[src/rtl/lsu_pkg.sv]
// Shared types and defaults for the load/store unit and its store buffer.
package lsu_pkg;

    localparam int LSU_SB_DEPTH = 4;

    typedef enum logic {
        IDLE,
        READ
    } lsu_state_t;

    typedef struct packed {
        logic [7:0] addr;
        logic [7:0] data;
    } sb_entry_t;

endpackage

[src/rtl/store_buffer.sv]
// FIFO of pending stores with occupancy tracking.
// The youngest-match search port exists only when LSU_STORE_FWD_EN is defined.
module store_buffer
    import lsu_pkg::*;
#(
    parameter int DEPTH = LSU_SB_DEPTH
) (
    input  logic                    clock,
    input  logic                    reset,
    input  logic                    push,
    input  logic                    pop,
    input  sb_entry_t               push_entry,
    output sb_entry_t               head,
    output logic                    full,
    output logic                    empty,
    output logic [$clog2(DEPTH):0]  count
`ifdef LSU_STORE_FWD_EN
    ,
    input  logic [7:0]              search_addr,
    output logic                    search_hit,
    output logic [7:0]              search_data
`endif
);

    localparam int PW = $clog2(DEPTH);

    sb_entry_t     entries [DEPTH];
    logic [PW-1:0] head_ptr;
    logic [PW-1:0] tail_ptr;

    assign head  = entries[head_ptr];
    assign full  = (count == (PW+1)'(DEPTH));
    assign empty = (count == '0);

    // Pointers wrap naturally because DEPTH is a power of two.
    always_ff @(posedge clock or posedge reset) begin
        if (reset) begin
            head_ptr <= '0;
            tail_ptr <= '0;
            count    <= '0;
        end else begin
            if (push) tail_ptr <= tail_ptr + PW'(1);
            if (pop)  head_ptr <= head_ptr + PW'(1);
            if (push && !pop)
                count <= count + (PW+1)'(1);
            else if (pop && !push)
                count <= count - (PW+1)'(1);
        end
    end

    always_ff @(posedge clock) begin
        if (push) entries[tail_ptr] <= push_entry;
    end

`ifdef LSU_STORE_FWD_EN
    logic [PW-1:0] idx;

    // Walk oldest to youngest so the last match seen is the youngest store.
    always_comb begin
        search_hit  = 1'b0;
        search_data = '0;
        idx         = head_ptr;
        for (int i = 0; i < DEPTH; i++) begin
            idx = head_ptr + PW'(i);
            if (((PW+1)'(i) < count) && (entries[idx].addr == search_addr)) begin
                search_hit  = 1'b1;
                search_data = entries[idx].data;
            end
        end
    end
`endif

endmodule

[src/rtl/load_store_unit.sv]
// Load/store front end: buffers stores, drains them in idle cycles, issues loads.
// Store-to-load forwarding is built only when LSU_STORE_FWD_EN is defined.
module load_store_unit
    import lsu_pkg::*;
#(
    parameter int SB_DEPTH = LSU_SB_DEPTH
) (
    input  logic       clock,
    input  logic       reset,
    input  logic       req_valid,
    output logic       req_ready,
    input  logic       req_write,
    input  logic [7:0] req_addr,
    input  logic [7:0] req_wdata,
    output logic       resp_valid,
    output logic [7:0] resp_data,
    output logic       sb_empty,
    output logic       mem_leitura,
    output logic       mem_escrita,
    output logic [7:0] mem_endereco,
    output logic [7:0] mem_entrada,
    input  logic [7:0] mem_saida
);

    lsu_state_t                  state;
    sb_entry_t                   head;
    logic                        sb_full;
    logic                        sb_is_empty;
    logic [$clog2(SB_DEPTH):0]   sb_count;
    logic                        handshake;
    logic                        load_accept;
    logic                        mem_load;
    logic                        fwd_hit;
    logic                        sb_push;
    logic                        sb_pop;
    logic                        load_ok;

`ifdef LSU_STORE_FWD_EN
    logic       search_hit;
    logic [7:0] search_data;
    logic       fwd_pending;
    logic [7:0] fwd_data;

    assign fwd_hit = load_accept && search_hit;
    assign load_ok = !fwd_pending;
`else
    assign fwd_hit = 1'b0;
    assign load_ok = sb_is_empty;
`endif

    assign handshake   = req_valid && req_ready;
    assign load_accept = handshake && !req_write;
    assign mem_load    = load_accept && !fwd_hit;
    assign sb_push     = handshake && req_write;
    assign sb_pop      = !handshake && (state == IDLE) && (sb_count != '0);
    assign sb_empty    = sb_is_empty;

    always_comb begin
        req_ready = 1'b0;
        if (state == IDLE)
            req_ready = req_write ? !sb_full : load_ok;
    end

    store_buffer #(
        .DEPTH(SB_DEPTH)
    ) u_store_buffer (
        .clock      (clock),
        .reset      (reset),
        .push       (sb_push),
        .pop        (sb_pop),
        .push_entry ('{addr: req_addr, data: req_wdata}),
        .head       (head),
        .full       (sb_full),
        .empty      (sb_is_empty),
        .count      (sb_count)
`ifdef LSU_STORE_FWD_EN
        ,
        .search_addr(req_addr),
        .search_hit (search_hit),
        .search_data(search_data)
`endif
    );

    // Forwarded data waits one cycle so both load paths share the same latency.
    always_ff @(posedge clock or posedge reset) begin
        if (reset) begin
            state        <= IDLE;
            resp_valid   <= 1'b0;
            resp_data    <= '0;
            mem_leitura  <= 1'b0;
            mem_escrita  <= 1'b0;
            mem_endereco <= '0;
            mem_entrada  <= '0;
`ifdef LSU_STORE_FWD_EN
            fwd_pending  <= 1'b0;
            fwd_data     <= '0;
`endif
        end else begin
            mem_leitura <= mem_load;
            mem_escrita <= sb_pop;
            if (mem_load)
                mem_endereco <= req_addr;
            else if (sb_pop)
                mem_endereco <= head.addr;
            if (sb_pop)
                mem_entrada <= head.data;

            resp_valid <= 1'b0;
            if (state == READ) begin
                state      <= IDLE;
                resp_valid <= 1'b1;
                resp_data  <= mem_saida;
            end else if (mem_load) begin
                state <= READ;
            end
`ifdef LSU_STORE_FWD_EN
            fwd_pending <= fwd_hit;
            if (fwd_hit)
                fwd_data <= search_data;
            if (fwd_pending) begin
                resp_valid <= 1'b1;
                resp_data  <= fwd_data;
            end
`endif
        end
    end

endmodule

[config.mk]
export PLATFORM = sky130hd
export DESIGN_NAME = load_store_unit
export DESIGN_NICKNAME = d
export VERILOG_FILES = /design/src/rtl/lsu_pkg.sv /design/src/rtl/store_buffer.sv /design/src/rtl/load_store_unit.sv
export SDC_FILE = /design/constraint.sdc
export NUM_CORES = 1
export LEC_CHECK = 0
export CORE_MARGIN = 2
export CORE_UTILIZATION = 43
export DETAILED_ROUTE_END_ITERATION = 7
export DONT_BUFFER_PORTS = 1
export HOLD_SLACK_MARGIN = 0.15
export SETUP_SLACK_MARGIN = 0.15
export SYNTH_ARGS = -nofsm -noshare
export SYNTH_HDL_FRONTEND = slang
export SYNTH_SLANG_ARGS = --single-unit
export TNS_END_PERCENT = 20
[constraint.sdc]
create_clock -name clock -period 2.39 [get_ports clock]
set_input_delay 0.3585 -clock clock [delete_from_list [all_inputs] [get_ports clock]]
set_output_delay 0.3585 -clock clock [all_outputs]
set_load 0.02 [all_outputs]
==> out/metrics.csv <==
stage;metric;value;unit
outcome;outcome;completed;
floorplanning;rows;34;
final_layout;layout_common_cells;edfxtp_1, dfrtp_1, dlygate4sd3_1, mux4_2, buf_4;
pwr;p_leak;0.001715;µW
final_layout;fillCellCount;665;
final_layout;final_layout_size_suffix_gt1_share;30.04;%
sta;slew_headroom;38.37;%
place;gp_congestion;0.7400;
floorplanning;io_pins;57;
final_layout;areaGrowthSynthToFinish;17.25;%
critical_path;cp.required;2.38;ns
final_layout;final_core_util;52.44;%
synthesis;yosysWarnings;0;
clocking;clk_path_buf_depth;2;
detailed_routing;route.detailed.drc;0;
detailed_routing;post_drt_wl_per_cell;21.24;µm
synthesis;ys_ff_latch;99;
detailed_routing;antenna_left;0;
pwr;power_frac_comb;29.2;%
critical_path;rr_startpoint;u_store_buffer.count[2];
synthesis;synth_top_area_share;48.79;%
grt;grt_max_degree;20;
sta;fmax;0.4630;GHz
critical_path;path_class;reg -> reg;
floorplanning;die_h;99.71;µm
min_path;hold_path.class;in -> reg;
synthesis;syn_inst;197;
grt;grt_pass1_vias;2136;
critical_path;rrSetupSlack;0.23;ns
final_layout;final_common_cell;edfxtp_1;
grt;track_usage;15.50;%
place;dp.cells;304;
final_layout;n_antenna_cell;0;
critical_path;critPathLaunchType;flip-flop;
clocking;cts_sinks;99;
critical_path;crit_chain;or3b_4 > and4_4 > and2_1;
synthesis;yosysSeqAreaShare;71.03;%
sta;tightest_slew;0.9245;ns
clocking;cts_buffers;9;
synthesis;avgSynthCellArea;19.99;µm²
min_path;hp-start;req_valid;
detailed_routing;viasPerCell;5.550;
sta;tns;0;ns
pwr;p_int;3802;µW
sta;rsz0062_at_grt;true;
final_layout;design_area;0.004618;mm²
pwr;clockPowerShare;21.1;%
sta;final-setup-viol-count;0;
sta;fin_crit_sh;90.36;%
grt;overflow;0;
critical_path;slowest_stage;and2_1;
synthesis;yosys.area.top_type;edfxtp_1;
clocking;clk_pin_slew;0.09;ns
grt;grt_pass1_wl;11330;µm
sta;hold_violations;0;
critical_path;r2r_end;u_store_buffer.entries[2][13];
floorplanning;die_area;0.009941;mm²
clocking;h-tree-depth;3;
critical_path;rr_worst_depth;3;
sta;finalMaxSlewViolations;0;
floorplanning;start_util;44.73;%
pwr;share_seq_of_total_power;49.8;%
critical_path;arrival;2.15;ns
detailed_routing;wirelength;7455;µm
pwr;swShare;32.79;%
pwr;ir_worst_vdd;0.4693;mV
critical_path;crit_fanout;16;
detailed_routing;drt_pass1_iterations;5;
pwr;p_per_area;1225;mW/mm²
synthesis;ys_top_cells_by_area;edfxtp_1, dfrtp_1, mux4_2;
sta;period_minus_slack;2.160;ns
floorplanning;die_x;99.71;µm
final_layout;final-seq-area;0.002800;mm²
detailed_routing;vias;1948;
clocking;cts_root_buffer;clkbuf_8;
critical_path;endpoint_kind;flip-flop;
place;hpwl;4610;µm
final_layout;multi_input_comb_area;0.001055;mm²
min_path;hold_path_depth;1;
final_layout;fin_nets;272;
min_path;hold_path_end;state;
clocking;cts_tree;done;
pwr;power.switching;1855;µW
place;placed_area;0.004075;mm²
sta;fin_skew;0.008436;ns
final_layout;fin_cells;351;
floorplanning;core;0.008806;mm²
synthesis;yosysUniqueCellTypes;29;
grt;antenna_found_initial;0;
critical_path;max_stage_delay;0.76;ns
synthesis;syn_nets;231;
synthesis;netlist_area;0.003939;mm²
flow_run;maxCapViolCount;0;
clocking;clock_latency;0.36;ns
detailed_routing;first_iter_violations;105;
place;port_buffers;0;
pwr;total_power;5657;µW
-- layer usage --
| metal | share of wire, % | GRT usage (%) |
|---|---|---|
| met5 | 0 | 0 |
| met4 | 2.6 | 6.744 |
| met3 | 4.5 | 3.865 |
| met2 | 52 | 26.09 |
| met1 | 41 | 19.07 |
-- area by class of cell --
type,count,area share (%)
sequential,99,60.63
multi-input combinational,81,22.84
timing repair buffer,40,8.182
tap,108,2.926
clock buffer,9,2.682
clock inverter,7,2.167
inverter,7,0.5690
-- repair_timing --
action	CTS	global route
hold buffers	25	1
setup endpoints to repair	1	2
pin swaps	0	3
gates resized for setup	1	6
buffers inserted	2	3
hold endpoints to repair	96	1
-- kinds of logic after synthesis --
family                   synth area share (%)
flip-flops                              71.03
multiplexers                            15.34
adder cells (fa/ha/maj)                 2.097
buffers and inverters                   2.700
AND/OR/NAND/NOR                         4.479
AO/OA/AOI/OAI                           3.018
XOR/XNOR                                1.334
-- Yosys cell counts --
library cell / instances
a221o_1: 8
a31o_2: 1
and2_1: 4
and3_4: 1
and4_1: 10
and4_4: 1
buf_2: 2
buf_6: 4
clkbuf_1: 3
clkbuf_8: 1
dfrtp_1: 35
edfxtp_1: 64
fa_1: 1
ha_1: 5
inv_1: 7
mux2_2: 10
mux2_4: 8
mux4_1: 3
mux4_2: 13
nand2b_1: 1
nand4_1: 1
nor2_1: 3
o211a_1: 1
o211ai_2: 1
o21bai_1: 1
or3_1: 1
or3b_4: 1
xnor2_1: 3
xor2_1: 3
-- sequential cells by signal (all words and copies together), names as in the netlist --
register,flops
mem_leitura,1
state,1
resp_data,8
mem_endereco,8
u_store_buffer.tail_ptr,2
resp_valid,1
u_store_buffer.head_ptr,2
mem_escrita,1
u_store_buffer.entries,64
u_store_buffer.count,3
mem_entrada,8
-- how the worst max path moves through the flow --
stage | to | slack, ns | from | cells past startpoint
5_1_grt | u_store_buffer.entries[2][13] | 0.15 | u_store_buffer.count[2] | 3
3_3_place_gp | u_store_buffer.count[1] | 0.25 | u_store_buffer.count[0] | 6
3_5_place_dp | u_store_buffer.count[1] | 0.16 | u_store_buffer.count[0] | 6
4_1_cts | u_store_buffer.count[1] | 0.17 | u_store_buffer.count[1] | 6
2_1_floorplan | u_store_buffer.count[2] | 0.16 | u_store_buffer.count[0] | 10
6_report | u_store_buffer.entries[2][13] | 0.23 | u_store_buffer.count[2] | 3
-- power groups by stage --
stage | Combinational, µW | Sequential (µW) | Clock, µW
4_1_cts | 1580 | 2820 | 1210
3_3_place_gp | 1430 | 2840 | 0
5_1_grt | 1790 | 2860 | 1290
3_5_place_dp | 1490 | 2870 | 0
6_report | 1650 | 2820 | 1190
2_1_floorplan | 1270 | 2730 | 0
-- critical path, delay by kind of cell (launching register included) --
family	cells	cell delay (ns)
flip-flops	1	0.45
AND/OR/NAND/NOR	3	1.34
-- per-stage QoR --
| stage | hold WS [ns] | setup WS (ns) |
|---|---|---|
| 2_1_floorplan | 0.3685 | 0.1641 |
| 3_3_place_gp | 0.3853 | 0.2480 |
| 3_5_place_dp | 0.4143 | 0.1581 |
| 4_1_cts | 0.1626 | 0.1727 |
| 5_1_grt | 0.1668 | 0.1505 |
| 6_report | 0.1757 | 0.2304 |
Power figures use the tool's default switching activity.
